### src/rtl/dual_port_ram_be.sv
// rtl/dual_port_ram_be.sv - true dual-port byte-enable RAM with clear-on-reset sequencer
// Optional output register stage: define DUAL_PORT_RAM_OUTREG_EN (read latency 2).
module dual_port_ram_be #(
  parameter int DATA_WIDTH = 16,
  parameter int ADDR_WIDTH = 4,
  parameter int DEPTH      = 16
) (
  input  logic                    clk,
  input  logic                    rst,
  output logic                    init_busy,
  output logic                    collision,
  input  logic                    a_en,
  input  logic                    a_we,
  input  logic [DATA_WIDTH/8-1:0] a_be,
  input  logic [ADDR_WIDTH-1:0]   a_addr,
  input  logic [DATA_WIDTH-1:0]   a_wdata,
  output logic [DATA_WIDTH-1:0]   a_rdata,
  output logic                    a_rvalid,
  input  logic                    b_en,
  input  logic                    b_we,
  input  logic [DATA_WIDTH/8-1:0] b_be,
  input  logic [ADDR_WIDTH-1:0]   b_addr,
  input  logic [DATA_WIDTH-1:0]   b_wdata,
  output logic [DATA_WIDTH-1:0]   b_rdata,
  output logic                    b_rvalid
);

  localparam int NB = DATA_WIDTH / 8;
  localparam logic [ADDR_WIDTH-1:0] LAST = ADDR_WIDTH'(DEPTH - 1);
  localparam logic [ADDR_WIDTH:0]   LIMIT = (ADDR_WIDTH + 1)'(DEPTH);

  typedef enum logic {S_INIT, S_RUN} state_t;

  state_t                  state;
  logic [ADDR_WIDTH-1:0]   init_cnt;
  logic [DATA_WIDTH-1:0]   mem [DEPTH];

  logic                    run;
  logic                    a_in, b_in;
  logic                    a_wr, b_wr, a_rd, b_rd;
  logic                    same_addr;
  logic [DATA_WIDTH-1:0]   a_merged, b_merged;
  logic [DATA_WIDTH-1:0]   a_rdata_s, b_rdata_s;
  logic                    a_rvalid_s, b_rvalid_s;

  assign run       = (state == S_RUN);
  assign a_in      = ({1'b0, a_addr} < LIMIT);
  assign b_in      = ({1'b0, b_addr} < LIMIT);
  assign a_wr      = run && a_en && a_we && a_in;
  assign b_wr      = run && b_en && b_we && b_in;
  assign a_rd      = run && a_en && !a_we;
  assign b_rd      = run && b_en && !b_we;
  assign same_addr = (a_addr == b_addr);

  // Post-write word at each port's address; A owns lanes both ports enable.
  // The same merged word is the write-first read data.
  always_comb begin
    a_merged = mem[a_addr];
    b_merged = mem[b_addr];
    for (int l = 0; l < NB; l++) begin
      if (a_wr && a_be[l])
        a_merged[8*l +: 8] = a_wdata[8*l +: 8];
      else if (b_wr && same_addr && b_be[l])
        a_merged[8*l +: 8] = b_wdata[8*l +: 8];
      if (a_wr && same_addr && a_be[l])
        b_merged[8*l +: 8] = a_wdata[8*l +: 8];
      else if (b_wr && b_be[l])
        b_merged[8*l +: 8] = b_wdata[8*l +: 8];
    end
  end

  always_ff @(posedge clk) begin
    if (state == S_INIT) begin
      mem[init_cnt] <= '0;
    end else begin
      if (a_wr) mem[a_addr] <= a_merged;
      if (b_wr) mem[b_addr] <= b_merged;
    end
  end

  always_ff @(posedge clk or posedge rst) begin
    if (rst) begin
      state      <= S_INIT;
      init_cnt   <= '0;
      init_busy  <= 1'b1;
      collision  <= 1'b0;
      a_rvalid_s <= 1'b0;
      b_rvalid_s <= 1'b0;
      a_rdata_s  <= '0;
      b_rdata_s  <= '0;
    end else begin
      collision  <= a_wr && b_wr && same_addr;
      a_rvalid_s <= a_rd;
      b_rvalid_s <= b_rd;
      if (a_rd) a_rdata_s <= a_in ? a_merged : '0;
      if (b_rd) b_rdata_s <= b_in ? b_merged : '0;
      case (state)
        S_INIT: begin
          if (init_cnt == LAST) begin
            state     <= S_RUN;
            init_cnt  <= '0;
            init_busy <= 1'b0;
          end else begin
            init_cnt  <= init_cnt + 1'b1;
          end
        end
        default: state <= S_RUN;
      endcase
    end
  end

`ifdef DUAL_PORT_RAM_OUTREG_EN
  logic [DATA_WIDTH-1:0] a_rdata_q, b_rdata_q;
  logic                  a_rvalid_q, b_rvalid_q;

  always_ff @(posedge clk or posedge rst) begin
    if (rst) begin
      a_rdata_q  <= '0;
      b_rdata_q  <= '0;
      a_rvalid_q <= 1'b0;
      b_rvalid_q <= 1'b0;
    end else begin
      a_rdata_q  <= a_rdata_s;
      b_rdata_q  <= b_rdata_s;
      a_rvalid_q <= a_rvalid_s;
      b_rvalid_q <= b_rvalid_s;
    end
  end

  assign a_rdata  = a_rdata_q;
  assign b_rdata  = b_rdata_q;
  assign a_rvalid = a_rvalid_q;
  assign b_rvalid = b_rvalid_q;
`else
  assign a_rdata  = a_rdata_s;
  assign b_rdata  = b_rdata_s;
  assign a_rvalid = a_rvalid_s;
  assign b_rvalid = b_rvalid_s;
`endif

endmodule

### config.mk
export PLATFORM = sky130hd
export DESIGN_NAME = dual_port_ram_be
export DESIGN_NICKNAME = d
export VERILOG_FILES = /design/src/rtl/dual_port_ram_be.sv
export SDC_FILE = /design/constraint.sdc
export NUM_CORES = 1
export LEC_CHECK = 0
export CAP_MARGIN = 20
export CORE_MARGIN = 5
export CORE_UTILIZATION = 45
export DETAILED_ROUTE_END_ITERATION = 16
export HOLD_SLACK_MARGIN = 0.15
export SYNTH_ARGS = -nofsm -noshare
export SYNTH_HDL_FRONTEND = slang
export SYNTH_SLANG_ARGS = --single-unit
### constraint.sdc
create_clock -name clk -period 3.7 [get_ports clk]
set_clock_uncertainty 0.05 [all_clocks]
set_input_delay 0.74 -clock clk [delete_from_list [all_inputs] [get_ports clk]]
set_output_delay 0.74 -clock clk [all_outputs]
set_load 0.005 [all_outputs]
======== Word-level counts from Yosys, hierarchy flattened ========
Memory sizes are Yosys's and may differ from the RTL's.
Index checks and enable logic that the tools add are counted.
storage, ports and cells
  register bits after elaboration ......... 41
  memory bits (writable) .................. 256
  output and inout bits ................... 36
  memories kept ........................... 1
  input bits .............................. 50
memory list
  memory  words  width  rd ports  clocked after memory_dff  write ports  line  source
  mem     16     16     2         0                         2            36    logic [DATA_WIDTH-1:0] mem [DEPTH];
cells by class
  bitwise operators ....................... 1
  reduce and logical (&&, ||, !) cells .... 22
  $add $sub $neg .......................... 1
  muxes and demuxes ....................... 21
  equality and inequality tests ........... 2
operators with widths
  operator                                     count
  two-way mux 8 bit                            8
  logical AND 1 bit                            18
  two-way mux 16 bit                           1
  OR reduction 16 bit                          1
  two-way mux 1 bit                            10
  two-way mux 4 bit                            2
  adder 4 x 1 -> 4 bit, second input constant  1
  == test 4 bit                                1
  == test 4 bit, second input constant         1
  zero test 1 bit                              2
  AND reduction 2 bit                          1
  inverter 1 bit                               1

======== Depth between registers and ports, before layout ========
Gate-level depths: netlist (run 1).
  depth after elaboration ................. 7
  mapped depth ............................ 10
  mapped depth without buffers ............ 6

======== Worst setup path before layout (run 1) ========
No wires, ideal clock.
  path type ............................... in2reg
  start ................................... input port a_en
  end ..................................... memory mem[15][0] (enable)
  stages .................................. 6
  setup slack ............................. 306 ps
  data required time ...................... 3239 ps
  arrival ................................. 2933 ps
  path buffers ............................ 2
  setup time .............................. 411 ps
  cells stage by stage .................... and3_1 -> buf_2 -> buf_2 -> and3_1 -> a31oi_1 -> o21ai_0
RTL lines
  what                line  source
  start: declaration  12    input logic a_en,
  end: declaration    36

==> results.sh, run 1 <==
export IMPL_status="finished clean"
export IMPL_cp_max_fo=30
export IMPL_cts_resized=0
export IMPL_ys_seq_area_frac=0.488
export IMPL_diodes=0
export IMPL_drt_iter0_drc=1528
export IMPL_vdd_drop_max_mv=0.218
export IMPL_finalHoldViolCount=0
export IMPL_crit_chain="buf_4, buf_12, mux4_2, mux2i_1, mux2i_1, or3_1, nand2_1, mux2i_1"
export IMPL_layout_cells_non_filler=1995
export IMPL_area_delta_synth_final_pct=18.0
export IMPL_worst_slew_pin_slew_ns=0.969
export IMPL_synth_warnings=0
export IMPL_p_leak_uw=0.00902
export IMPL_postRouteAntennaNets=0
export IMPL_start_kind="input pin"
export IMPL_hpwlAfterDp_um=40700
export IMPL_crit_top_cell="mux2i_1"
export IMPL_p_per_area_mw_per_mm2=407
export IMPL_fin_crit_sh=0.856
export IMPL_io_buffers=85
export IMPL_crit_type="in -> reg"
export IMPL_min_path_type="reg -> reg"
export IMPL_grt_first_pass_wirelength_um=86400
export IMPL_clkLatencyLatePin_ns=0.54
export IMPL_grt_usage=0.266
export IMPL_cts_root_buffer="clkbuf_16"
export IMPL_postCtsSetupBuffers=0
export IMPL_initial_utilization=0.452
export IMPL_cpMaxStageDelayCell="buf_4"
export IMPL_clkTransAtPathRegs_ns=0.06
export IMPL_fmax_mhz=316
export IMPL_fp_dieArea_mm2=0.0437
export IMPL_cts_tree="built"
export IMPL_synthArstFlopShare=0.138
export IMPL_cts_sinks=297
export IMPL_viasPerCell=6.30
export IMPL_place_inst=1931
export IMPL_path_buf_inv=2
export IMPL_synth_seq_cells=297
export IMPL_setup_viol=0
export IMPL_total_power_uw=8560
export IMPL_critPathArrivalTime_ns=3.37
export IMPL_h_tree_depth=2
export IMPL_wirelength_um=59000
export IMPL_syn_nets=1350
export IMPL_drt_wirelength_per_cell_um=29.6
export IMPL_num_rows=73
export IMPL_end_kind="flop"
export IMPL_core_area_mm2=0.0395
export IMPL_drv_cap=0
export IMPL_globalRouteOverflowTotal=0
export IMPL_drive_gt1_frac=0.280
export IMPL_finalCriticalPeriod_ns=3.17
export IMPL_ys_flop_type="edfxtp_1"
export IMPL_fin_util=0.533
export IMPL_drc_errors=0
export IMPL_antenna_found_initial=0
export IMPL_ys_types=67
export IMPL_firstDrtPassIters=6
export IMPL_synth_cells=1299
export IMPL_gp_congestion=0.868
export IMPL_critPathTopFamily="multiplexers"
export IMPL_die_width_um=209
export IMPL_hold_buffers=0
export IMPL_grt_setup_unrepaired="no"
export IMPL_synth_edf_count=256
export IMPL_cts_inserted_buffers=35
export IMPL_maxSlewViolCount=0
export IMPL_syn_cell_area_mm2=0.0178
export IMPL_final_nets=1494
export IMPL_clock_path_buffers=3
export IMPL_grt_max_degree=42
export IMPL_pin_count=86
export IMPL_max_stage_delay_ns=0.53
export IMPL_syn_avg_cell_area_um2=13.7
export IMPL_dr_total_vias=12600
export IMPL_worst_ep_required_time_ns=3.90
export IMPL_slew_headroom=0.354
export IMPL_die_height_um=209
export IMPL_grt_pass1_vias=12700
-- cell families after synthesis --
logic type,count (synthesis),synth area share
AOI/OAI and AO/OA,206,0.0886
adders and majority gates,1,0.000701
xor gates and xnor gates,5,0.00245
muxes,414,0.308
and+or+nand+nor,237,0.0651
buffers and inverters,139,0.0471
DFF,297,0.488
-- layout by cell type, fill, tap and decap left out, types with 16 or more instances in the layout --
| master | synthesis | final |
|---|---|---|
| dfrtp_1 | 40 | 40 |
| clkbuf_16 | 0 | 35 |
| mux2i_1 | 285 | 285 |
| o22ai_1 | 22 | 22 |
| nor2_1 | 45 | 45 |
| nand3_1 | 31 | 31 |
| nand2_1 | 75 | 75 |
| clkdlybuf4s50_1 | 0 | 78 |
| mux4_2 | 105 | 105 |
| edfxtp_1 | 256 | 256 |
| mux2_2 | 24 | 24 |
| o21ai_1 | 21 | 21 |
| buf_4 | 29 | 136 |
| o21ai_0 | 51 | 35 |
| a211oi_1 | 23 | 23 |
| buf_12 | 0 | 18 |
| o21ai_2 | 0 | 16 |
-- report_power, final --
group	switching, uW	internal (uW)	total [uW]
Combinational	752	609	1360
Clock	1440	1970	3410
Sequential	47.2	3740	3790
-- routing by layer --
metal  GRT usage  routed length (um)
met1       0.374               24500
met2       0.413               26800
met3      0.0653                5790
met4      0.0790                1970
met5           0                   0
-- cell type report --
class / instances / area, um2
fill: 3339 / 18400
sequential: 297 / 8710
multi-input combinational: 863 / 8350
timing repair buffer: 236 / 2180
clock buffer: 45 / 953
tap: 525 / 657
clock inverter: 19 / 158
inverter: 10 / 37.5
-- tightest hold or removal path, delay by kind of cell, from the launching register on --
family / cells / cell delay [ns]
AOI/OAI and AO/OA: 1 / 0.03
DFF: 1 / 0.38
buffers and inverters: 1 / 0.05
-- worst paths after layout --
path	start	to	slack, ns	cells past startpoint
max	a_addr[0]	mem[4][0]	0.53	8
min	init_busy	init_busy	0.41	2
max reg2reg	run	mem[1][11]	1.03	6
min reg2reg	init_busy	init_busy	0.41	2
max in group asynchronous	rst	b_rdata[11]	2.40	2
min in group asynchronous	rst	b_rdata[5]	0.64	2
-- flip-flops by register name, summed over array words and instances, names as in the netlist --
register,count
b_rdata,16
a_rdata,16
b_rvalid,1
run,1
collision,1
mem,256
init_busy,1
init_cnt,4
a_rvalid,1
-- per-stage QoR --
step	hold slack, ns	worst slack, ns	instance area [um2]	setup TNS [ns]
3_3_place_gp	0.400	0.0777	19900	0
3_5_place_dp	0.404	-0.0202	19900	-0.0202
6_report	0.411	0.531	21100	0
4_1_cts	0.413	0.537	21100	0
2_1_floorplan	0.380	0.306	17800	0
5_1_grt	0.427	0.263	21100	0
-- synth_stat cells (all sizes together) (2+ instances only) --
cell type,number,share of area
o211ai,2,0.0011
mux2i,285,0.16
edfxtp,256,0.43
inv,9,0.0019
o22ai,22,0.0077
a22oi,17,0.011
mux4,105,0.13
and3,7,0.0025
nor2,48,0.011
mux2,24,0.015
nand3,31,0.0087
or3,2,0.00070
a22o,4,0.0020
buf,107,0.040
and4,3,0.0015
nand3b,2,0.00084
nand2b,13,0.0046
nor2b,15,0.0053
nor3,17,0.0060
a31o,2,0.00098
xnor2,5,0.0025
a21oi,14,0.0041
o21ai,72,0.020
a31oi,11,0.0042
clkbuf,22,0.0046
and2,3,0.0011
o31ai,17,0.0090
nor3b,3,0.0013
nand2,87,0.020
o311ai,6,0.0079
nand4,3,0.0011
o2111ai,6,0.0047
dfrtp,40,0.056
a211oi,25,0.011
Power figures use the tool's default switching activity.
==> run 2: changes to the inputs <==
--- a/config.mk
+++ b/config.mk
@@ -5,11 +5,14 @@
 export SDC_FILE = /design/constraint.sdc
 export NUM_CORES = 1
 export LEC_CHECK = 0
+export ABC_CLOCK_PERIOD_IN_PS = 3700
 export CAP_MARGIN = 20
 export CORE_MARGIN = 5
 export CORE_UTILIZATION = 45
 export DETAILED_ROUTE_END_ITERATION = 16
 export HOLD_SLACK_MARGIN = 0.15
+export REMOVE_ABC_BUFFERS = 1
+export SLEW_MARGIN = 40
 export SYNTH_ARGS = -nofsm -noshare
 export SYNTH_HDL_FRONTEND = slang
 export SYNTH_SLANG_ARGS = --single-unit
==> run 2 against run 1 <==
  * Non-clock buffer count down 15
  * Critical path depth up 2
  * First-iteration DRC count down 8.7%
  * Sequential power about the same
  * Die area unchanged
  * Combinational power down 4%
  * Final area down 0.35%
  * Critical endpoint is now mem[4][7]
  * Largest cell class unchanged
  * Largest power group unchanged
==> results.sh, run 2 (same netlist as run 1, synthesis figures left out) <==
export IMPL_cts_tree="built"
export IMPL_p_int_uw=6440
export IMPL_final_cell_mix="mux2i_1 (285), edfxtp_1 (256), buf_4 (125), mux4_2 (105), clkdlybuf4s50_1 (78)"
export IMPL_globalRouteOverflowTotal=0
export IMPL_vdd_drop_max_mv=0.387
export IMPL_core_area_mm2=0.0395
export IMPL_grt_usage=0.278
export IMPL_h_tree_depth=2
export IMPL_tns_ns=0
export IMPL_firstDrtPassIters=6
export IMPL_final_common_cell="mux2i_1"
export IMPL_fin_crit_sh=0.862
export IMPL_grt_pass1_vias=12900
export IMPL_cts_sinks=297
export IMPL_p_switching_uw=2210
export IMPL_regMostFlops="mem"
export IMPL_finalHoldViolCount=0
export IMPL_final_nets=1480
export IMPL_worst_ep_required_time_ns=3.90
export IMPL_p_leak_uw=0.00895
export IMPL_dr_total_vias=12900
export IMPL_cpMaxStageDelayCell="a22oi_2"
export IMPL_power_frac_clock=0.411
export IMPL_min_path_type="reg -> reg"
export IMPL_status="finished clean"
export IMPL_crit_top_cell="buf_12"
export IMPL_finalCriticalPeriod_ns=3.19
export IMPL_io_buffers=85
export IMPL_largest_reg_flops=256
export IMPL_switching_share=0.255
export IMPL_fmax_mhz=314
export IMPL_p_per_area_mw_per_mm2=412
export IMPL_fin_util=0.532
export IMPL_drt_iter0_drc=1395
export IMPL_critPathArrivalTime_ns=3.39
export IMPL_hold_buffers=0
export IMPL_fin_ws_ns=0.511
export IMPL_stdcell_area_mm2=0.0210
export IMPL_slew_headroom=0.426
export IMPL_drive_gt1_frac=0.267
export IMPL_p_seq_frac=0.439
export IMPL_clkTransAtPathRegs_ns=0.06
export IMPL_cts_root_buffer="clkbuf_16"
export IMPL_diodes=0
export IMPL_pin_count=86
export IMPL_worst_slew_pin_slew_ns=0.861
export IMPL_grt_setup_unrepaired="no"
export IMPL_viasPerCell=6.52
export IMPL_postCtsSetupBuffers=0
export IMPL_end_kind="flop"
export IMPL_die_width_um=209
export IMPL_cts_inserted_buffers=36
export IMPL_max_stage_delay_ns=0.66
export IMPL_place_area_mm2=0.0198
export IMPL_antenna_found_initial=0
export IMPL_drc_errors=0
export IMPL_comb_power_share=0.150
export IMPL_start_kind="input pin"
export IMPL_setup_viol=0
export IMPL_clkLatencyLatePin_ns=0.54
export IMPL_gp_congestion=0.925
export IMPL_clock_path_buffers=3
export IMPL_maxSlewViolCount=0
export IMPL_cp_max_fo=17
export IMPL_hpwlAfterDp_um=42100
export IMPL_wirelength_um=62000
export IMPL_die_height_um=209
export IMPL_cts_resized=0
export IMPL_whs_ns=0.428
export IMPL_dp_slack_ns=0.0340
export IMPL_initial_utilization=0.452
export IMPL_crit_type="in -> reg"
export IMPL_num_rows=73
export IMPL_drt_wirelength_per_cell_um=31.3
export IMPL_area_delta_synth_final_pct=17.6
export IMPL_grt_max_degree=33
export IMPL_crit_chain="clkdlybuf4s50_1, buf_12, xnor2_1, nand4_1, buf_4, nor3_4, buf_12, nor2_1, a22oi_2, mux2i_1"
export IMPL_drv_cap=0
export IMPL_postRouteAntennaNets=0
export IMPL_fp_dieArea_mm2=0.0437
export IMPL_grt_first_pass_wirelength_um=89700
[run 2: power groups by stage]
stage	Clock, uW	Combinational (uW)	Sequential, uW
final	3550	1300	3790
after global routing	3730	1390	3800
after CTS	3580	1290	3790
after detailed placement	0	1280	3860
after global placement	0	1270	3860
after floorplan	0	625	3860
[run 2: area by class of cell]
class / count / area (um2)
clock inverter: 13 / 146
inverter: 10 / 37.5
timing repair buffer: 221 / 2030
clock buffer: 53 / 1020
fill: 3410 / 18500
tap: 525 / 657
sequential: 297 / 8710
multi-input combinational: 863 / 8380
[run 2: through the flow]
step,instances,power (uW)
3_5_place_dp,1914,5140
5_1_grt,1982,8920
2_1_floorplan,1170,4480
3_3_place_gp,1914,5130
4_1_cts,1980,8670
6_report,1982,8650
[run 2: final timing paths]
path	startpoint	end	slack, ns	cells past startpoint
max in group asynchronous	rst	init_busy	2.69	3
hold / removal	b_rdata[1]	b_rdata[1]	0.43	2
hold reg to reg	b_rdata[1]	b_rdata[1]	0.43	2
setup reg to reg	run	mem[10][3]	0.78	5
min in group asynchronous	rst	b_rdata[1]	0.52	3
setup / recovery	b_addr[2]	mem[4][7]	0.51	10
[run 2: critical path, delay by kind of cell]
| kind | cells | cell delay [ns] |
|---|---|---|
| AO/OA/AOI/OAI | 1 | 0.66 |
| XOR/XNOR | 1 | 0.17 |
| buffers and inverters | 4 | 1.14 |
| multiplexers | 1 | 0.16 |
| AND/OR/NAND/NOR | 3 | 0.48 |
[run 2: routing by layer]
metal | vias up | share of wire | GRT usage
li1 | 5415 | - | -
met1 | 6607 | 0.41 | 0.390
met2 | 763 | 0.46 | 0.436
met3 | 131 | 0.092 | 0.0507
met4 | 0 | 0.039 | 0.104
met5 | - | 0 | 0
